--- src/rtl/regfile_scoreboard.sv ---
// ============================================================================
// regfile_scoreboard
//
// Integer register file for the RISCV32 core, combined with a pending-write
// scoreboard. Decode reads two operands and may issue an instruction only
// when neither source nor the destination has a write outstanding. Writeback
// retires results into the file and clears the matching busy bit. All
// registers are exported every cycle as a debug view.
//
// Ports:
//   clock              rising-edge clock for all state
//   reset              synchronous, active-low reset (0 = reset)
//   io_rs1_addr/data   operand 1 index / value (combinational, wb bypass)
//   io_rs2_addr/data   operand 2 index / value (combinational, wb bypass)
//   io_issue_valid/rd  issue request and its destination (0 = none)
//   io_issue_ready     no RAW/WAW hazard for the presented indices
//   io_wb_valid/rd/data  writeback of a result
//   io_busy            registered scoreboard mask, bit i = write pending on xi
//   io_pending         registered count of outstanding writes
//   io_err             sticky flag: writeback arrived with no matching issue
//   io_regs_0..31      registered register contents, no bypass
// ============================================================================
module regfile_scoreboard #(
    parameter int XLEN  = 32,
    parameter int NREGS = 32
) (
    input  logic             clock,
    input  logic             reset,
    input  logic [4:0]       io_rs1_addr,
    input  logic [4:0]       io_rs2_addr,
    output logic [XLEN-1:0]  io_rs1_data,
    output logic [XLEN-1:0]  io_rs2_data,
    input  logic             io_issue_valid,
    input  logic [4:0]       io_issue_rd,
    output logic             io_issue_ready,
    input  logic             io_wb_valid,
    input  logic [4:0]       io_wb_rd,
    input  logic [XLEN-1:0]  io_wb_data,
    output logic [NREGS-1:0] io_busy,
    output logic [5:0]       io_pending,
    output logic             io_err,
    output logic [XLEN-1:0]  io_regs_0,
    output logic [XLEN-1:0]  io_regs_1,
    output logic [XLEN-1:0]  io_regs_2,
    output logic [XLEN-1:0]  io_regs_3,
    output logic [XLEN-1:0]  io_regs_4,
    output logic [XLEN-1:0]  io_regs_5,
    output logic [XLEN-1:0]  io_regs_6,
    output logic [XLEN-1:0]  io_regs_7,
    output logic [XLEN-1:0]  io_regs_8,
    output logic [XLEN-1:0]  io_regs_9,
    output logic [XLEN-1:0]  io_regs_10,
    output logic [XLEN-1:0]  io_regs_11,
    output logic [XLEN-1:0]  io_regs_12,
    output logic [XLEN-1:0]  io_regs_13,
    output logic [XLEN-1:0]  io_regs_14,
    output logic [XLEN-1:0]  io_regs_15,
    output logic [XLEN-1:0]  io_regs_16,
    output logic [XLEN-1:0]  io_regs_17,
    output logic [XLEN-1:0]  io_regs_18,
    output logic [XLEN-1:0]  io_regs_19,
    output logic [XLEN-1:0]  io_regs_20,
    output logic [XLEN-1:0]  io_regs_21,
    output logic [XLEN-1:0]  io_regs_22,
    output logic [XLEN-1:0]  io_regs_23,
    output logic [XLEN-1:0]  io_regs_24,
    output logic [XLEN-1:0]  io_regs_25,
    output logic [XLEN-1:0]  io_regs_26,
    output logic [XLEN-1:0]  io_regs_27,
    output logic [XLEN-1:0]  io_regs_28,
    output logic [XLEN-1:0]  io_regs_29,
    output logic [XLEN-1:0]  io_regs_30,
    output logic [XLEN-1:0]  io_regs_31
);

    // Entry 0 is reset to zero and never written, so x0 reads as 0 everywhere.
    logic [XLEN-1:0]  regs_q [NREGS];
    logic [NREGS-1:0] busy_q, busy_d;
    logic [5:0]       pending_q, pending_d;
    logic             err_q, err_d;

    logic             wbHit;
    logic             wbWasBusy;
    logic             issueFire;
    logic [NREGS-1:0] wbMask;
    logic [NREGS-1:0] issueMask;
    logic [NREGS-1:0] effBusy;

    // A writeback in flight this cycle hides the busy bit it is about to
    // clear, so a dependent instruction can issue with the bypassed operand.
    always_comb begin
        wbHit  = io_wb_valid && (io_wb_rd != 5'd0);
        wbMask = '0;
        if (wbHit) begin
            wbMask[io_wb_rd] = 1'b1;
        end
        effBusy = busy_q & ~wbMask;
    end

    assign io_issue_ready = !effBusy[io_rs1_addr]
                         && !effBusy[io_rs2_addr]
                         && !effBusy[io_issue_rd];

    // Scoreboard next state. The issue set is OR-ed in after the writeback
    // clear so that a same-cycle issue to the retiring index leaves it busy.
    always_comb begin
        issueFire = io_issue_valid && io_issue_ready && (io_issue_rd != 5'd0);
        issueMask = '0;
        if (issueFire) begin
            issueMask[io_issue_rd] = 1'b1;
        end
        wbWasBusy = wbHit && busy_q[io_wb_rd];
        busy_d    = (busy_q & ~wbMask) | issueMask;
        busy_d[0] = 1'b0;
        pending_d = pending_q + {5'd0, issueFire} - {5'd0, wbWasBusy};
        err_d     = err_q | (wbHit && !busy_q[io_wb_rd]);
    end

    // Write-first read ports: x0 is hardwired, then the writeback value,
    // then the stored register.
    always_comb begin
        io_rs1_data = regs_q[io_rs1_addr];
        if (io_rs1_addr == 5'd0) begin
            io_rs1_data = '0;
        end else if (wbHit && (io_wb_rd == io_rs1_addr)) begin
            io_rs1_data = io_wb_data;
        end
    end

    always_comb begin
        io_rs2_data = regs_q[io_rs2_addr];
        if (io_rs2_addr == 5'd0) begin
            io_rs2_data = '0;
        end else if (wbHit && (io_wb_rd == io_rs2_addr)) begin
            io_rs2_data = io_wb_data;
        end
    end

    // Reset overrides any same-cycle issue or writeback.
    always_ff @(posedge clock) begin
        if (!reset) begin
            for (int i = 0; i < NREGS; i++) begin
                regs_q[i] <= '0;
            end
            busy_q    <= '0;
            pending_q <= '0;
            err_q     <= 1'b0;
        end else begin
            if (wbHit) begin
                regs_q[io_wb_rd] <= io_wb_data;
            end
            busy_q    <= busy_d;
            pending_q <= pending_d;
            err_q     <= err_d;
        end
    end

    assign io_busy    = busy_q;
    assign io_pending = pending_q;
    assign io_err     = err_q;

    assign io_regs_0  = regs_q[0];
    assign io_regs_1  = regs_q[1];
    assign io_regs_2  = regs_q[2];
    assign io_regs_3  = regs_q[3];
    assign io_regs_4  = regs_q[4];
    assign io_regs_5  = regs_q[5];
    assign io_regs_6  = regs_q[6];
    assign io_regs_7  = regs_q[7];
    assign io_regs_8  = regs_q[8];
    assign io_regs_9  = regs_q[9];
    assign io_regs_10 = regs_q[10];
    assign io_regs_11 = regs_q[11];
    assign io_regs_12 = regs_q[12];
    assign io_regs_13 = regs_q[13];
    assign io_regs_14 = regs_q[14];
    assign io_regs_15 = regs_q[15];
    assign io_regs_16 = regs_q[16];
    assign io_regs_17 = regs_q[17];
    assign io_regs_18 = regs_q[18];
    assign io_regs_19 = regs_q[19];
    assign io_regs_20 = regs_q[20];
    assign io_regs_21 = regs_q[21];
    assign io_regs_22 = regs_q[22];
    assign io_regs_23 = regs_q[23];
    assign io_regs_24 = regs_q[24];
    assign io_regs_25 = regs_q[25];
    assign io_regs_26 = regs_q[26];
    assign io_regs_27 = regs_q[27];
    assign io_regs_28 = regs_q[28];
    assign io_regs_29 = regs_q[29];
    assign io_regs_30 = regs_q[30];
    assign io_regs_31 = regs_q[31];

endmodule

--- config.mk ---
export PLATFORM = sky130hd
export DESIGN_NAME = regfile_scoreboard
export DESIGN_NICKNAME = d
export VERILOG_FILES = /design/src/rtl/regfile_scoreboard.sv
export SDC_FILE = /design/constraint.sdc
export NUM_CORES = 2
export LEC_CHECK = 0
export CAP_MARGIN = 40
export CORE_AREA = 2 2 459 461
export DETAILED_ROUTE_END_ITERATION = 8
export DIE_AREA = 0 0 461 463
export PLACE_DENSITY_LB_ADDON = 0.2
export SYNTH_ARGS = -nofsm -noshare
export SYNTH_HDL_FRONTEND = slang
export SYNTH_SLANG_ARGS = --single-unit
--- constraint.sdc ---
create_clock -name clock -period 6.4 [get_ports clock]
set_input_delay 0.96 -clock clock [delete_from_list [all_inputs] [get_ports clock]]
set_output_delay 0.96 -clock clock [all_outputs]
set_load 0.01 [all_outputs]
==> results.cfg <==
[clock_network]
clock-sinks = 1062
cts_buffers = 134
tritoncts = yes
clk_pin_slew_ns = 0.05
post_cts_resized = 0
postCtsHoldBufs = 0
post_cts_buffers = 0
clock_path_buffers = 3
cts_root_buf = clkbuf_16
htreeDepth = 4
worstSkewPairLatency_ns = 0.81

[synth]
synth_seq_cells = 1062
syn_avg_cell_area_um2 = 15.4
yosys-top-cells-count = edfxtp_1, and2_1, mux4_2
yosys_warnings = 0
yosysMostFrequentCell = edfxtp_1
synth.largest_area_cell = edfxtp_1
synth_cell_types = 72
synth_top_area_share_pct = 52.8
seq_area_frac_synth_pct = 54.1
async_flop_share_pct = 0
synth-edff-count = 1024
ys.flop_type = edfxtp_1
synth_cells = 3776
synth_top_cells_by_area = edfxtp_1, mux4_2, and2_1
netlist_area_mm2 = 0.0582

[placed_design]
dpl_cell_area_mm2 = 0.0757
gp_congestion = 0.905
dp.final_hpwl_um = 251000
port_buffers = 1182

[setup_path]
cp_slowest_cell = clkdlybuf4s50_1
worst_path_largest_cell_delay_ns = 0.77
crit_required_ns = 5.44
worstPathArrival_ns = 4.89
critPathMaxFanout = 32
worstPathCellList = clkdlybuf4s50_1, nand4bb_1, o21ai_0, mux4_2, and2_0, or4_4, nand4b_4, buf_4, nor2_1, clkdlybuf4s50_1
worstSetupStartpointType = primary input
critPathBufInv = 3
criticalPathCategory = in2out
critical_path.top_delay_family = buffers and inverters
crit_top_cell = clkdlybuf4s50_1
worst_setup_path_end_kind = output port

[timing]
clock_skew_ns = 0.0157
holdWs_ns = 0.575
max_slew.worst_pin.slew_ns = 1.12
slew_headroom_pct = 25.5
finalSetupTns_ns = 0
period_share_pct = 91.5
finalSetupViolCount = 0
drv_slew = 0
min_period_ns = 5.85
finalHoldViolCount = 0
fmax_mhz = 171
rsz0062_at_grt = false

[power]
switching_power_mw = 5.88
peakVddDrop_mv = 0.255
intPower_mw = 14.2
pwr-share-comb_pct = 19.2
pwr-share-seq_pct = 42.4
switching_share_pct = 29.2
pwr-share-clk_pct = 38.4
p_leak_nw = 27.2
cellPowerDensity_mw_per_mm2 = 251

[drt]
first_pass_iters = 6
drtIter0Drc = 6498
final_antenna_net_count = 0
wl_um = 345000
vias_per_cell = 5.78
wl_per_cell_um = 43.8
vias = 45517
drc_errors = 0

[layout]
final_area_mm2 = 0.0801
final_core_util_pct = 38.4
area_growth_pct = 37.5
post_route_cells_drive_above_1_share_pct = 23.5
fillCellCount = 19601
nets = 5021

[floorplanning]
die-area_mm2 = 0.213
initial_utilization_pct = 27.9
rows = 168
io_pins = 1184
die_y_um = 463
die_w_um = 461
core-area_mm2 = 0.209

[grt]
grt_use_total_pct = 31.6
grt_pass1_wl_um = 446000
antenna_found_initial = 29
overflow = 0
grt_pass1_vias = 43434
grt_start_max_net_pins = 72

[run]
cap_violations = 0

[min_path]
min_path_type = reg2reg

[run_status]
outcome = finished, final reports clean
worst min-delay path, delay by kind of cell (launching register included):
kind / cells / cell delay, ns
compound gates: 1 / 0.13
simple gates: 1 / 0.05
flops: 1 / 0.35
kinds of logic after synthesis:
family / count (synthesis) / synth area share, %
AND/OR/NAND/NOR: 1291 / 13.3
flip-flops: 1062 / 54.1
multiplexers: 720 / 26.4
buffers and inverters: 441 / 3.08
AO/OA/AOI/OAI: 238 / 2.77
XOR/XNOR: 16 / 0.241
adder cells (fa/ha/maj): 7 / 0.163
other: 1 / 0.00644
worst paths after layout:
check	startpoint	to	slack (ns)	cells past startpoint
worst max-delay path	io_wb_rd[3]	io_issue_ready	0.55	10
worst min-delay path	io_err$_SDFF_PN0_	io_err$_SDFF_PN0_	0.58	2
worst max register to register	io_busy[24]$_SDFF_PN0_	io_pending[4]$_SDFF_PN0_	2.62	13
worst min register to register	io_err$_SDFF_PN0_	io_err$_SDFF_PN0_	0.58	2
through the flow:
step | worst slack [ns] | total power [mW] | cells
6_report | 0.546 | 20.1 | 7880
5_1_grt | 0.391 | 20.6 | 7868
4_1_cts | 0.611 | 20.2 | 7867
3_5_place_dp | 0.616 | 12.5 | 7627
3_3_place_gp | 0.538 | 12.4 | 7580
2_1_floorplan | 1.57 | 10.1 | 3808
sequential cells by signal, summed over array words and instances, names as in the netlist:
| name | count |
|---|---|
| regs_q | 1024 |
| io_busy | 31 |
| io_pending | 6 |
| io_err | 1 |
layout by cell type (no fill, tap or decap), drive strengths merged, types with 9 or more instances in the layout:
master,netlist,routed
o21ai,74,74
o211ai,38,38
mux4,650,650
and3,36,36
nand3,11,11
nand2b,9,9
nor2b,11,11
clkinv,1,57
nor3,10,10
clkbuf,312,160
a211oi,66,66
diode,0,13
clkdlybuf4s50,0,1171
conb,1,33
inv,17,25
and2,965,965
buf,111,266
dfxtp,38,38
or2,11,11
edfxtp,1024,1024
nand4,36,36
nor2,140,140
nand2,34,34
o22ai,16,16
mux2i,69,69
bufinv,0,11
area by class of cell:
class                   instances  area [um^2]  area share (%)
flip-flops and latches       1062        31500            39.4
multi-input cells            2305        25600            32.0
repair buffers               1437        15000            18.7
clock buffers                 160         3510            4.39
well taps                    2805         3510            4.38
clock inverters                80          818            1.02
inverters                      18         75.1          0.0938
diodes                         13         32.5          0.0406
layer usage:
layer | vias up | global-route usage (%) | part of all wire, %
met5 | - | 0 | 0
met4 | 0 | 14.4 | 5.3
met3 | 564 | 8.65 | 10
met2 | 3314 | 48.5 | 45
met1 | 24539 | 41.4 | 39
li1 | 17100 | - | -
power by group through the flow:
stage                     Sequential, mW  Clock, mW  Combinational [mW]
final                               8.54       7.72                3.87
after global routing                8.55       8.04                3.97
after CTS                           8.52       7.79                3.85
after detailed placement            8.65          0                3.83
after global placement              8.65          0                3.79
after floorplan                     8.61          0                1.48
(Power assumes the default switching activity.)
